## config.mk

```make
export PLATFORM = sky130hd
export DESIGN_NAME = pipe_hazard_ctrl
export DESIGN_NICKNAME = d
export VERILOG_FILES = /design/src/rtl/pipe_hazard_ctrl_pkg.sv /design/src/rtl/load_use_detect.sv /design/src/rtl/pipe_hazard_ctrl.sv
export SDC_FILE = /design/constraint.sdc
export NUM_CORES = 1
export LEC_CHECK = 0
export CAP_MARGIN = 20
export CORE_MARGIN = 1.5
export CORE_UTILIZATION = 45
export DETAILED_ROUTE_END_ITERATION = 16
export PLACE_DENSITY = 0.78
export SLEW_MARGIN = 20
export SYNTH_ARGS = -nofsm -noshare
export SYNTH_HDL_FRONTEND = slang
export SYNTH_SLANG_ARGS = --single-unit
```

## constraint.sdc

```tcl
create_clock -name Clk -period 4.1 [get_ports Clk]
set_input_delay 0.615 -clock Clk [delete_from_list [all_inputs] [get_ports Clk]]
set_output_delay 0.615 -clock Clk [all_outputs]
set_load 0.02 [all_outputs]
```

## src/rtl/pipe_hazard_ctrl_pkg.sv

```systemverilog
//------------------------------------------------------------------------------
// pipe_hazard_ctrl_pkg
//
// Shared pipeline-control definitions. The controller top and its testbench
// both see these through import pipe_hazard_ctrl_pkg::*.
//
// Contents
//   state_e      controller FSM encoding, also driven on the State output
//   CNT_W        width of the stall / flush event counters
//   DRAIN_LAST   drain-count value of the final drain cycle
//   ctrl_t       bundle of the six per-cycle pipeline control lines
//   CTRL_*       the three control patterns the FSM selects between
//   sat_inc()    saturating counter increment
//------------------------------------------------------------------------------
`timescale 1ns/1ps

package pipe_hazard_ctrl_pkg;

   localparam int CNT_W = 16;

   // Three drain cycles, numbered 0..2 by the drain count.
   localparam logic [1:0] DRAIN_LAST = 2'd2;

   typedef enum logic [1:0] {
      ST_RUN      = 2'd0,
      ST_MEM_WAIT = 2'd1,
      ST_DRAIN    = 2'd2,
      ST_HALTED   = 2'd3
   } state_e;

   typedef struct packed {
      logic pc_write;
      logic ifid_write;
      logic idex_write;
      logic exmem_write;
      logic ifid_flush;
      logic idex_bubble;
   } ctrl_t;

   // Normal flow: every stage register advances.
   localparam ctrl_t CTRL_RUN    = '{pc_write: 1'b1, ifid_write: 1'b1,
                                     idex_write: 1'b1, exmem_write: 1'b1,
                                     ifid_flush: 1'b0, idex_bubble: 1'b0};

   // Whole pipeline frozen: nothing advances, nothing is cleared.
   localparam ctrl_t CTRL_FREEZE = '{pc_write: 1'b0, ifid_write: 1'b0,
                                     idex_write: 1'b0, exmem_write: 1'b0,
                                     ifid_flush: 1'b0, idex_bubble: 1'b0};

   // Front end held, bubble injected into EX, back end keeps draining.
   // Used for load-use stalls, the halt-request cycle and every drain cycle.
   localparam ctrl_t CTRL_STALL  = '{pc_write: 1'b0, ifid_write: 1'b0,
                                     idex_write: 1'b1, exmem_write: 1'b1,
                                     ifid_flush: 1'b0, idex_bubble: 1'b1};

   function automatic logic [CNT_W-1:0] sat_inc(input logic [CNT_W-1:0] v);
      return (v == '1) ? v : v + CNT_W'(1);
   endfunction

endpackage

```

## src/rtl/load_use_detect.sv

```systemverilog
//------------------------------------------------------------------------------
// load_use_detect
//
// Purely combinational load-use hazard detector. Flags the case where the
// instruction in EX is a load whose destination is a register actually read
// by the instruction in ID. Register $0 is hard-wired to zero, so a load
// targeting it can never create a dependency.
//
// Ports
//   ex_mem_read   in   1  instruction in EX is a load
//   ex_write_reg  in   5  destination register of the instruction in EX
//   id_rs, id_rt  in   5  source registers of the instruction in ID
//   id_uses_rs    in   1  ID instruction really reads rs
//   id_uses_rt    in   1  ID instruction really reads rt
//   load_use      out  1  hazard present this cycle
//------------------------------------------------------------------------------
`timescale 1ns/1ps

module load_use_detect (
   input  logic       ex_mem_read,
   input  logic [4:0] ex_write_reg,
   input  logic [4:0] id_rs,
   input  logic [4:0] id_rt,
   input  logic       id_uses_rs,
   input  logic       id_uses_rt,
   output logic       load_use
);

   logic rs_hit;
   logic rt_hit;

   assign rs_hit   = id_uses_rs && (id_rs == ex_write_reg);
   assign rt_hit   = id_uses_rt && (id_rt == ex_write_reg);
   assign load_use = ex_mem_read && (ex_write_reg != 5'd0) && (rs_hit || rt_hit);

endmodule

```

## src/rtl/pipe_hazard_ctrl.sv

```systemverilog
//------------------------------------------------------------------------------
// pipe_hazard_ctrl
//
// Hazard / stall controller for a classic 5-stage pipeline. Produces the
// stage-register write enables, the IF/ID flush and the ID/EX bubble, and
// sequences memory-wait freezes and a drain-then-halt request.
//
// Ports
//   Clk                     in   1   rising-edge clock
//   Rst_n                   in   1   asynchronous active-low reset
//   ID_rs, ID_rt            in   5   source registers of the ID instruction
//   ID_UsesRs, ID_UsesRt    in   1   source-register-is-read qualifiers
//   EX_MemRead              in   1   EX instruction is a load
//   EX_WriteReg             in   5   destination register of EX instruction
//   Br_Taken                in   1   branch resolved taken in ID
//   Mem_Busy                in   1   data memory not ready, freeze pipeline
//   Halt_Req                in   1   drain the pipeline and halt
//   Resume                  in   1   leave HALTED
//   PC_Write .. EXMEM_Write out  1   stage-register enables
//   IFID_Flush              out  1   zero the IF/ID register
//   IDEX_Bubble             out  1   zero the ID/EX control lines
//   Halted                  out  1   controller is halted
//   Stall_Cnt               out  16  saturating count of front-end stall cycles
//   Flush_Cnt               out  16  saturating count of IF/ID flushes
//   State                   out  2   FSM state (RUN/MEM_WAIT/DRAIN/HALTED)
//
// Operation
//   RUN resolves one action per cycle with priority
//   Mem_Busy > Halt_Req > load-use > Br_Taken. A load-use stall squashes a
//   concurrent taken branch; the branch is presented again once the stall
//   clears. A halt request stalls like a load-use for one cycle, then three
//   DRAIN cycles let the back end empty before HALTED.
//
//   MEM_WAIT remembers whether it was entered from RUN or DRAIN. The pipeline
//   is frozen for exactly as many cycles as Mem_Busy is high: in the cycle
//   Mem_Busy falls the controller already behaves as the remembered state
//   (same outputs, same transitions), so leaving the wait costs no extra
//   cycle. State still reads MEM_WAIT during that release cycle.
//
//   Stall_Cnt counts PC_Write=0 cycles attributed to RUN or MEM_WAIT; drain
//   and halted cycles are not stalls. While Rst_n is low every enable and
//   every strobe output is forced low.
//------------------------------------------------------------------------------
`timescale 1ns/1ps

module pipe_hazard_ctrl
   import pipe_hazard_ctrl_pkg::*;
(
   input  logic             Clk,
   input  logic             Rst_n,
   input  logic [4:0]       ID_rs,
   input  logic [4:0]       ID_rt,
   input  logic             ID_UsesRs,
   input  logic             ID_UsesRt,
   input  logic             EX_MemRead,
   input  logic [4:0]       EX_WriteReg,
   input  logic             Br_Taken,
   input  logic             Mem_Busy,
   input  logic             Halt_Req,
   input  logic             Resume,
   output logic             PC_Write,
   output logic             IFID_Write,
   output logic             IDEX_Write,
   output logic             EXMEM_Write,
   output logic             IFID_Flush,
   output logic             IDEX_Bubble,
   output logic             Halted,
   output logic [CNT_W-1:0] Stall_Cnt,
   output logic [CNT_W-1:0] Flush_Cnt,
   output logic [1:0]       State
);

   // ---------------------------------------------------------------------
   // State
   // ---------------------------------------------------------------------
   state_e           state_q,     state_d;
   state_e           ret_q,       ret_d;
   logic [1:0]       drain_cnt_q, drain_cnt_d;
   logic [CNT_W-1:0] stall_cnt_q;
   logic [CNT_W-1:0] flush_cnt_q;

   // ---------------------------------------------------------------------
   // Combinational
   // ---------------------------------------------------------------------
   logic   load_use;
   state_e eff_state;     // state whose behaviour applies this cycle
   ctrl_t  ctrl;
   logic   halted_int;
   logic   count_stall;

   load_use_detect u_load_use_detect (
      .ex_mem_read  (EX_MemRead),
      .ex_write_reg (EX_WriteReg),
      .id_rs        (ID_rs),
      .id_rt        (ID_rt),
      .id_uses_rs   (ID_UsesRs),
      .id_uses_rt   (ID_UsesRt),
      .load_use     (load_use)
   );

   always_comb begin
      // NOTE: every signal written here gets a default first, so no path
      // through the case can leave one unassigned and infer a latch.
      eff_state   = state_q;
      ctrl        = CTRL_RUN;
      halted_int  = 1'b0;
      state_d     = state_q;
      ret_d       = ret_q;
      drain_cnt_d = drain_cnt_q;

      // Memory released this cycle: act as the state we are returning to.
      if ((state_q == ST_MEM_WAIT) && !Mem_Busy) begin
         eff_state = ret_q;
      end

      unique case (eff_state)
         ST_RUN: begin
            state_d = ST_RUN;
            if (Mem_Busy) begin
               ctrl    = CTRL_FREEZE;
               state_d = ST_MEM_WAIT;
               ret_d   = ST_RUN;
            end else if (Halt_Req) begin
               ctrl        = CTRL_STALL;
               state_d     = ST_DRAIN;
               drain_cnt_d = 2'd0;
            end else if (load_use) begin
               // The stall wins over a taken branch in the same cycle.
               ctrl = CTRL_STALL;
            end else begin
               ctrl            = CTRL_RUN;
               ctrl.ifid_flush = Br_Taken;
            end
         end

         // Only reached with Mem_Busy high; the release case was remapped.
         ST_MEM_WAIT: begin
            ctrl = CTRL_FREEZE;
         end

         ST_DRAIN: begin
            if (Mem_Busy) begin
               ctrl    = CTRL_FREEZE;
               state_d = ST_MEM_WAIT;
               ret_d   = ST_DRAIN;
            end else begin
               ctrl        = CTRL_STALL;
               drain_cnt_d = drain_cnt_q + 2'd1;
               state_d     = (drain_cnt_q == DRAIN_LAST) ? ST_HALTED : ST_DRAIN;
            end
         end

         ST_HALTED: begin
            ctrl       = CTRL_FREEZE;
            halted_int = 1'b1;
            if (Resume) begin
               state_d = ST_RUN;
            end
         end

         default: begin
            ctrl    = CTRL_FREEZE;
            state_d = ST_RUN;
         end
      endcase

      count_stall = !ctrl.pc_write &&
                    ((eff_state == ST_RUN) || (eff_state == ST_MEM_WAIT));
   end

   // ---------------------------------------------------------------------
   // Sequential
   // ---------------------------------------------------------------------
   // NOTE: state registers use non-blocking assignments so every flop
   // samples the pre-edge values, independent of statement order.
   always_ff @(posedge Clk or negedge Rst_n) begin
      if (!Rst_n) begin
         state_q     <= ST_RUN;
         ret_q       <= ST_RUN;
         drain_cnt_q <= 2'd0;
         stall_cnt_q <= '0;
         flush_cnt_q <= '0;
      end else begin
         state_q     <= state_d;
         ret_q       <= ret_d;
         drain_cnt_q <= drain_cnt_d;
         if (count_stall) begin
            stall_cnt_q <= sat_inc(stall_cnt_q);
         end
         if (ctrl.ifid_flush) begin
            flush_cnt_q <= sat_inc(flush_cnt_q);
         end
      end
   end

   // ---------------------------------------------------------------------
   // Outputs: all enables and strobes low for as long as reset is held.
   // ---------------------------------------------------------------------
   assign PC_Write    = Rst_n && ctrl.pc_write;
   assign IFID_Write  = Rst_n && ctrl.ifid_write;
   assign IDEX_Write  = Rst_n && ctrl.idex_write;
   assign EXMEM_Write = Rst_n && ctrl.exmem_write;
   assign IFID_Flush  = Rst_n && ctrl.ifid_flush;
   assign IDEX_Bubble = Rst_n && ctrl.idex_bubble;
   assign Halted      = Rst_n && halted_int;
   assign Stall_Cnt   = stall_cnt_q;
   assign Flush_Cnt   = flush_cnt_q;
   assign State       = state_q;

endmodule

```

==> results by group, run 1 <==
Detailed routing
  • Vias per cell: 5.30
  • First-pass DRT Iterations: 4
  • Average wire per standard cell: 14.6 µm
  • Detail Route Antenna Nets: 0
  • Vias: 1,724
  • Drt drc: 0
  • Final wirelength: 4740 µm
  • Number of violations reported at the end of detailed-routing iteration 0: 98

Floorplanning
  • Rows: 24
  • Vertical die dimension: 69.8 µm
  • Die boundary width: 69.8 µm
  • Starting Density: 0.465
  • Area of the die: 4880 µm²
  • Number of I/O pins: 65
  • Core area: 4320 µm²

Yosys
  • Avg Synthesized Cell Area: 9.85 µm²
  • Share of the synthesized area in the top cell type: 0.461
  • Multiplexer fraction of the synthesized cell area: 0.0168
  • Leading post-synthesis cells by cell area: sky130_fd_sc_hd__dfrtp_1 (46%), sky130_fd_sc_hd__xor2_1 (12%), sky130_fd_sc_hd__xnor2_1 (5.2%)
  • Unique cell type count in the Yosys netlist: 37
  • Post-Syn Nets: 231
  • Combinational family with the most area after synthesis: simple AND/OR/NAND/NOR gates
  • Number of enable flip-flop cells after synthesis: 0
  • Adder-cell area share of the yosys netlist: 0.0187
  • Post-synthesis async set-or-reset flop share: 1.00
  • Post-Synth Simple-Gate Area: 0.222
  • Share of the yosys chip area belonging to registers: 0.461
  • Synth Cell Area: 2010 µm²
  • Count of state elements after synthesis: 37
  • Cell count after synthesis: 204
  • Cell taking the most area after synthesis: sky130_fd_sc_hd__dfrtp_1
  • Synth Area in Compound Gates: 0.0778
  • Number of warnings reported in the yosys synthesis log: 0
  • Predominant post-synthesis flop cell: sky130_fd_sc_hd__dfrtp_1
  • Synth Area in XOR/XNOR: 0.170

Job
  • Max-capacitance violation count: 0

Timing
  • Setup Total Neg Slack: 0 ps
  • Crit path time final: 3600 ps
  • RSZ-0062 raised after global routing: no
  • FMAX: 278 MHz
  • Clk_skew: 6.92 ps
  • Max Transition Viols Final: 0
  • Ratio of final minimum period to clock period: 0.877
  • Number of hold-slack violations in the final timing report: 0
  • Final setup violating endpoints: 0
  • Relative max-transition margin: 0.463
  • Transition time at the pin with the least slew margin: 793 ps

Finish
  • Most common cell after layout, fill and taps aside: sky130_fd_sc_hd__clkdlybuf4s50_1
  • Number of diodes added for antenna fixing: 0
  • Core Util, Final: 0.652
  • Signed area change from the synthesized netlist to the final layout: 40.2%
  • Highest-count cells in the layout ignoring fill and taps: sky130_fd_sc_hd__clkdlybuf4s50_1 (63), sky130_fd_sc_hd__dfrtp_1 (37), sky130_fd_sc_hd__xor2_1 (27)
  • Fraction of layout instances using a drive strength above 1: 0.0733
  • Net count, final: 299

Setup path
  • CP Depth: 7
  • Slowest Stage Delay on Critical Path: 590 ps
  • R2R cell count: 7
  • Arrival time of data at the critical path endpoint: 2980 ps
  • Worst setup EP type: output port
  • Worst path most repeated cell: sky130_fd_sc_hd__clkdlybuf4s50_1
  • Worst-path maximum fanout: 4
  • Kind of cell adding the most delay to the critical path: buffers and inverters
  • Launch point of the worst reg-to-reg path: Flush_Cnt[0]$_DFFE_PN0P_
  • Required arrival time at the worst endpoint: 3480 ps
  • Cell-by-cell trace of the critical path: clkdlybuf4s50_1 > or4_1 > o21a_1 > a211oi_1 > buf_4 > and3_1 > clkdlybuf4s50_1
  • Crit start category: input port
  • CP bufs+invs: 3
  • Critical Path Slowest Stage Cell: sky130_fd_sc_hd__clkdlybuf4s50_1
  • Launch point of the critical path: EX_WriteReg[1]
  • Path type of the worst setup path: in2out

Clock tree
  • CTS Root Cell: sky130_fd_sc_hd__clkbuf_8
  • Clock slew at the register clock pins of the worst setup and hold paths: 80 ps
  • # resized after CTS: 0
  • Number of buffers created by CTS: 5
  • Bufs on Longest Clock Path: 2
  • Total clock sinks: 37
  • Buffers inserted by post-CTS timing repair: 0
  • H-tree Lvls: 2
  • Clock insertion delay at the later pin of the skew report: 290 ps
  • Post-CTS Hold Fix Bufs: 0
  • Clock tree from TritonCTS: yes

GRT
  • Largest net degree at the start of global routing: 39
  • Initial antenna violation count: 0
  • All-Layer GR Usage: 0.205
  • Overflow left after global routing: 0
  • Via count of the first global-routing pass: 1,708
  • First-pass GRT wire length: 8040 µm

Placed design
  • Port Buffers: 64
  • Dpl hpwl: 3490 µm
  • Global placer's final weighted congestion: 0.812

Power and ir drop
  • Leakage power figure: 1.27 nW
  • PD cells: 472 nW/µm²
  • Post-layout total power: 1.33 mW
  • Peak VDD IR: 367 µV

Status
  • Result of the run: complete, no violations

Hold path
  • Hold Crit Class: in2async
## power by group
part	switching [mW]	internal, mW
registers	0.0961	0.437
clock network	0.134	0.198
logic	0.240	0.226
total	0.470	0.861
## sequential cells by signal, indices dropped and copies added, names as in the netlist
name and cells:
Stall_Cnt 16, Flush_Cnt 16, State 2, drain_cnt_q 2, ret_q 1
## layout make-up
class	count	area, µm²
multi-input cells	153	1010
clock buffers	6	82.6
flip-flops and latches	37	926
well taps	52	65.1
inverters	7	26.3
fillers	376	1510
repair buffers	68	666
clock inverters	2	37.5
## per-layer routing
metal | global-route usage | share of wire | wire length, µm
met5 | 0 | 0 | 0
met1 | 0.280 | 0.46 | 2160
met3 | 0.0422 | 0.044 | 207
met4 | 0.0556 | 0.0089 | 42
met2 | 0.331 | 0.49 | 2330
## per-stage QoR
| stage | cell area (µm²) | hold WS (ps) | instances | setup WS, ps |
|---|---|---|---|---|
| floorplan | 2010 | 319 | 204 | 1160 |
| global placement | 2700 | 469 | 317 | 552 |
| detailed placement | 2700 | 478 | 317 | 541 |
| CTS | 2820 | 436 | 325 | 532 |
| global route | 2820 | 454 | 325 | 435 |
| finish | 2820 | 417 | 325 | 504 |
## Yosys cell counts, types with 4 or more instances
library cell	count
sky130_fd_sc_hd__nand2_1	17
sky130_fd_sc_hd__xor2_1	27
sky130_fd_sc_hd__nor3_1	7
sky130_fd_sc_hd__inv_1	7
sky130_fd_sc_hd__nor2_1	15
sky130_fd_sc_hd__xnor2_1	12
sky130_fd_sc_hd__a21oi_1	5
sky130_fd_sc_hd__dfrtp_1	37
sky130_fd_sc_hd__and3_1	6
sky130_fd_sc_hd__nand3_1	11
sky130_fd_sc_hd__o21ai_0	4
sky130_fd_sc_hd__nor4_1	9
sky130_fd_sc_hd__o31ai_1	4
sky130_fd_sc_hd__nand4_1	10
## final timing paths
check	end	slack, ps
setup / recovery	IFID_Flush	500
hold / removal	Stall_Cnt[5]$_DFFE_PN0P_	420
setup reg to reg	Flush_Cnt[1]$_DFFE_PN0P_	1750
hold reg to reg	drain_cnt_q[1]$_DFFE_PN0P_	490
max in group asynchronous	Flush_Cnt[7]$_DFFE_PN0P_	3350
min in group Clk	drain_cnt_q[1]$_DFFE_PN0P_	490
## cell families after synthesis
kind of cell,after synthesis
flip-flops,37
XOR/XNOR,39
AND/OR/NAND/NOR,85
multiplexers,3
adder cells (fa/ha/maj),3
buffers and inverters,14
AO/OA/AOI/OAI,23
Power figures use the tool's default switching activity.
==> inputs of run 2 (changes only) <==
--- a/config.mk
+++ b/config.mk
@@ -10,7 +10,8 @@
 export CORE_UTILIZATION = 45
 export DETAILED_ROUTE_END_ITERATION = 16
 export PLACE_DENSITY = 0.78
-export SLEW_MARGIN = 20
+export SKIP_CTS_REPAIR_TIMING = 1
+export SLEW_MARGIN = 5
 export SYNTH_ARGS = -nofsm -noshare
 export SYNTH_HDL_FRONTEND = slang
 export SYNTH_SLANG_ARGS = --single-unit
==> run 2 against run 1 <==
Net effect: count of clock-buffer cells in the layout unchanged; non-clock buffer count increased by 1; core utilization increased by 0.12 points; worst setup slack about the same; maximum frequency about the same; largest cell class unchanged; largest power group unchanged.
==> results by group, run 2 (synthesized netlist as in run 1, its figures left out) <==
Timing
  • Final Worst Setup Slack: 504 ps
  • RSZ-0062 raised after global routing: no
  • Relative max-transition margin: 0.576
  • Max Transition Viols Final: 0
  • Final setup violating endpoints: 0
  • Crit path time final: 3600 ps
  • Transition time at the pin with the least slew margin: 632 ps
  • Clk_skew: 7.44 ps
  • Setup Total Neg Slack: 0 ps
  • FMAX: 278 MHz
  • Ratio of final minimum period to clock period: 0.877
  • Number of hold-slack violations in the final timing report: 0

Placed design
  • Dpl hpwl: 3490 µm
  • Port Buffers: 64
  • Post-Place Setup Slack: 541 ps
  • Global placer's final weighted congestion: 0.812
  • Placed cell area: 2700 µm²

Setup path
  • Worst-path maximum fanout: 4
  • Crit start category: input port
  • Worst setup EP type: output port
  • Slowest Stage Delay on Critical Path: 590 ps
  • Critical Path Slowest Stage Cell: sky130_fd_sc_hd__clkdlybuf4s50_1
  • Required arrival time at the worst endpoint: 3480 ps
  • Path type of the worst setup path: in2out
  • Cell-by-cell trace of the critical path: clkdlybuf4s50_1 > or4_1 > o21a_1 > a211oi_1 > buf_4 > and3_1 > clkdlybuf4s50_1
  • Arrival time of data at the critical path endpoint: 2980 ps
  • Worst path most repeated cell: sky130_fd_sc_hd__clkdlybuf4s50_1

Finish
  • Signed area change from the synthesized netlist to the final layout: 40.5%
  • Highest-count cells in the layout ignoring fill and taps: sky130_fd_sc_hd__clkdlybuf4s50_1 (63), sky130_fd_sc_hd__dfrtp_1 (37), sky130_fd_sc_hd__xor2_1 (27)
  • Final std cell area, no fill: 2820 µm²
  • Core Util, Final: 0.653
  • Number of diodes added for antenna fixing: 0
  • Fraction of layout instances using a drive strength above 1: 0.0766
  • Most common cell after layout, fill and taps aside: sky130_fd_sc_hd__clkdlybuf4s50_1
  • Net count, final: 300

GRT
  • Largest net degree at the start of global routing: 39
  • Overflow left after global routing: 0
  • First-pass GRT wire length: 8040 µm
  • Via count of the first global-routing pass: 1,708
  • All-Layer GR Usage: 0.205
  • Initial antenna violation count: 0

Clock tree
  • CTS Root Cell: sky130_fd_sc_hd__clkbuf_8
  • H-tree Lvls: 2
  • Total clock sinks: 37
  • Clock tree from TritonCTS: yes
  • Clock slew at the register clock pins of the worst setup and hold paths: 80 ps
  • Number of buffers created by CTS: 5
  • Clock insertion delay at the later pin of the skew report: 290 ps
  • Bufs on Longest Clock Path: 2

Detailed routing
  • Final wirelength: 4750 µm
  • Number of violations reported at the end of detailed-routing iteration 0: 111
  • Drt drc: 0
  • Vias: 1,739
  • Detail Route Antenna Nets: 0
  • Average wire per standard cell: 14.6 µm
  • First-pass DRT Iterations: 4
  • Vias per cell: 5.33

Floorplanning
  • Number of I/O pins: 65
  • Starting Density: 0.465
  • Rows: 24
  • Vertical die dimension: 69.8 µm
  • Core area: 4320 µm²
  • Die boundary width: 69.8 µm
  • Area of the die: 4880 µm²

Job
  • Max-capacitance violation count: 0

Hold path
  • Hold Crit Class: in2async

Power and ir drop
  • Post-layout total power: 1.33 mW
  • PD cells: 472 nW/µm²
  • Leakage power figure: 1.28 nW
  • Peak VDD IR: 367 µV

Status
  • Result of the run: complete, no violations
-- run 2: cell types whose count changed in the layout (fill, tap and decap cells not counted) --
cell                       before  now
sky130_fd_sc_hd__o311ai_0       0    1
sky130_fd_sc_hd__clkbuf_2       0    1
sky130_fd_sc_hd__o311ai_1       1    0
-- run 2: worst paths after layout --
path | from | end | slack (ps) | cells after the start
worst max-delay path | EX_WriteReg[1] | IFID_Flush | 500 | 7
worst max register to register | Flush_Cnt[0]$_DFFE_PN0P_ | Flush_Cnt[1]$_DFFE_PN0P_ | 1780 | 7
min in group Clk | drain_cnt_q[1]$_DFFE_PN0P_ | drain_cnt_q[1]$_DFFE_PN0P_ | 490 | 2
worst min-delay path | Rst_n | Stall_Cnt[8]$_DFFE_PN0P_ | 420 | 2
worst min register to register | drain_cnt_q[1]$_DFFE_PN0P_ | drain_cnt_q[1]$_DFFE_PN0P_ | 490 | 2
max in group asynchronous | Rst_n | Flush_Cnt[7]$_DFFE_PN0P_ | 3340 | 2
-- run 2: metrics by stage --
step,std cells,hold slack [ps]
after floorplan,204,319
after global placement,317,469
after detailed placement,317,478
after CTS,325,436
after global routing,326,454
final,326,416
-- run 2: critical path: cells and delay by family --
kind	cells	cell delay, ps
buffers and inverters	3	1230
AOI/OAI and AO/OA	2	430
and+or+nand+nor	2	700
-- run 2: final cells by class --
type / instances / area, µm²
clock buffers: 6 / 82.6
clock inverters: 2 / 37.5
fillers: 374 / 1500
inverters: 7 / 26.3
multi-input cells: 153 / 1010
flip-flops and latches: 37 / 926
well taps: 52 / 65.1
repair buffers: 69 / 671
-- run 2: per-layer routing --
layer	GRT usage	vias to the layer above	wire length (µm)
li1	-	861	-
met1	0.280	828	2160
met2	0.331	45	2340
met3	0.0422	5	201
met4	0.0556	0	42
met5	0	-	0
-- run 2: report_power, final --
group          total, mW  internal (mW)  switching, mW
sequential         0.532          0.437         0.0957
clock              0.332          0.198          0.134
combinational      0.467          0.227          0.240
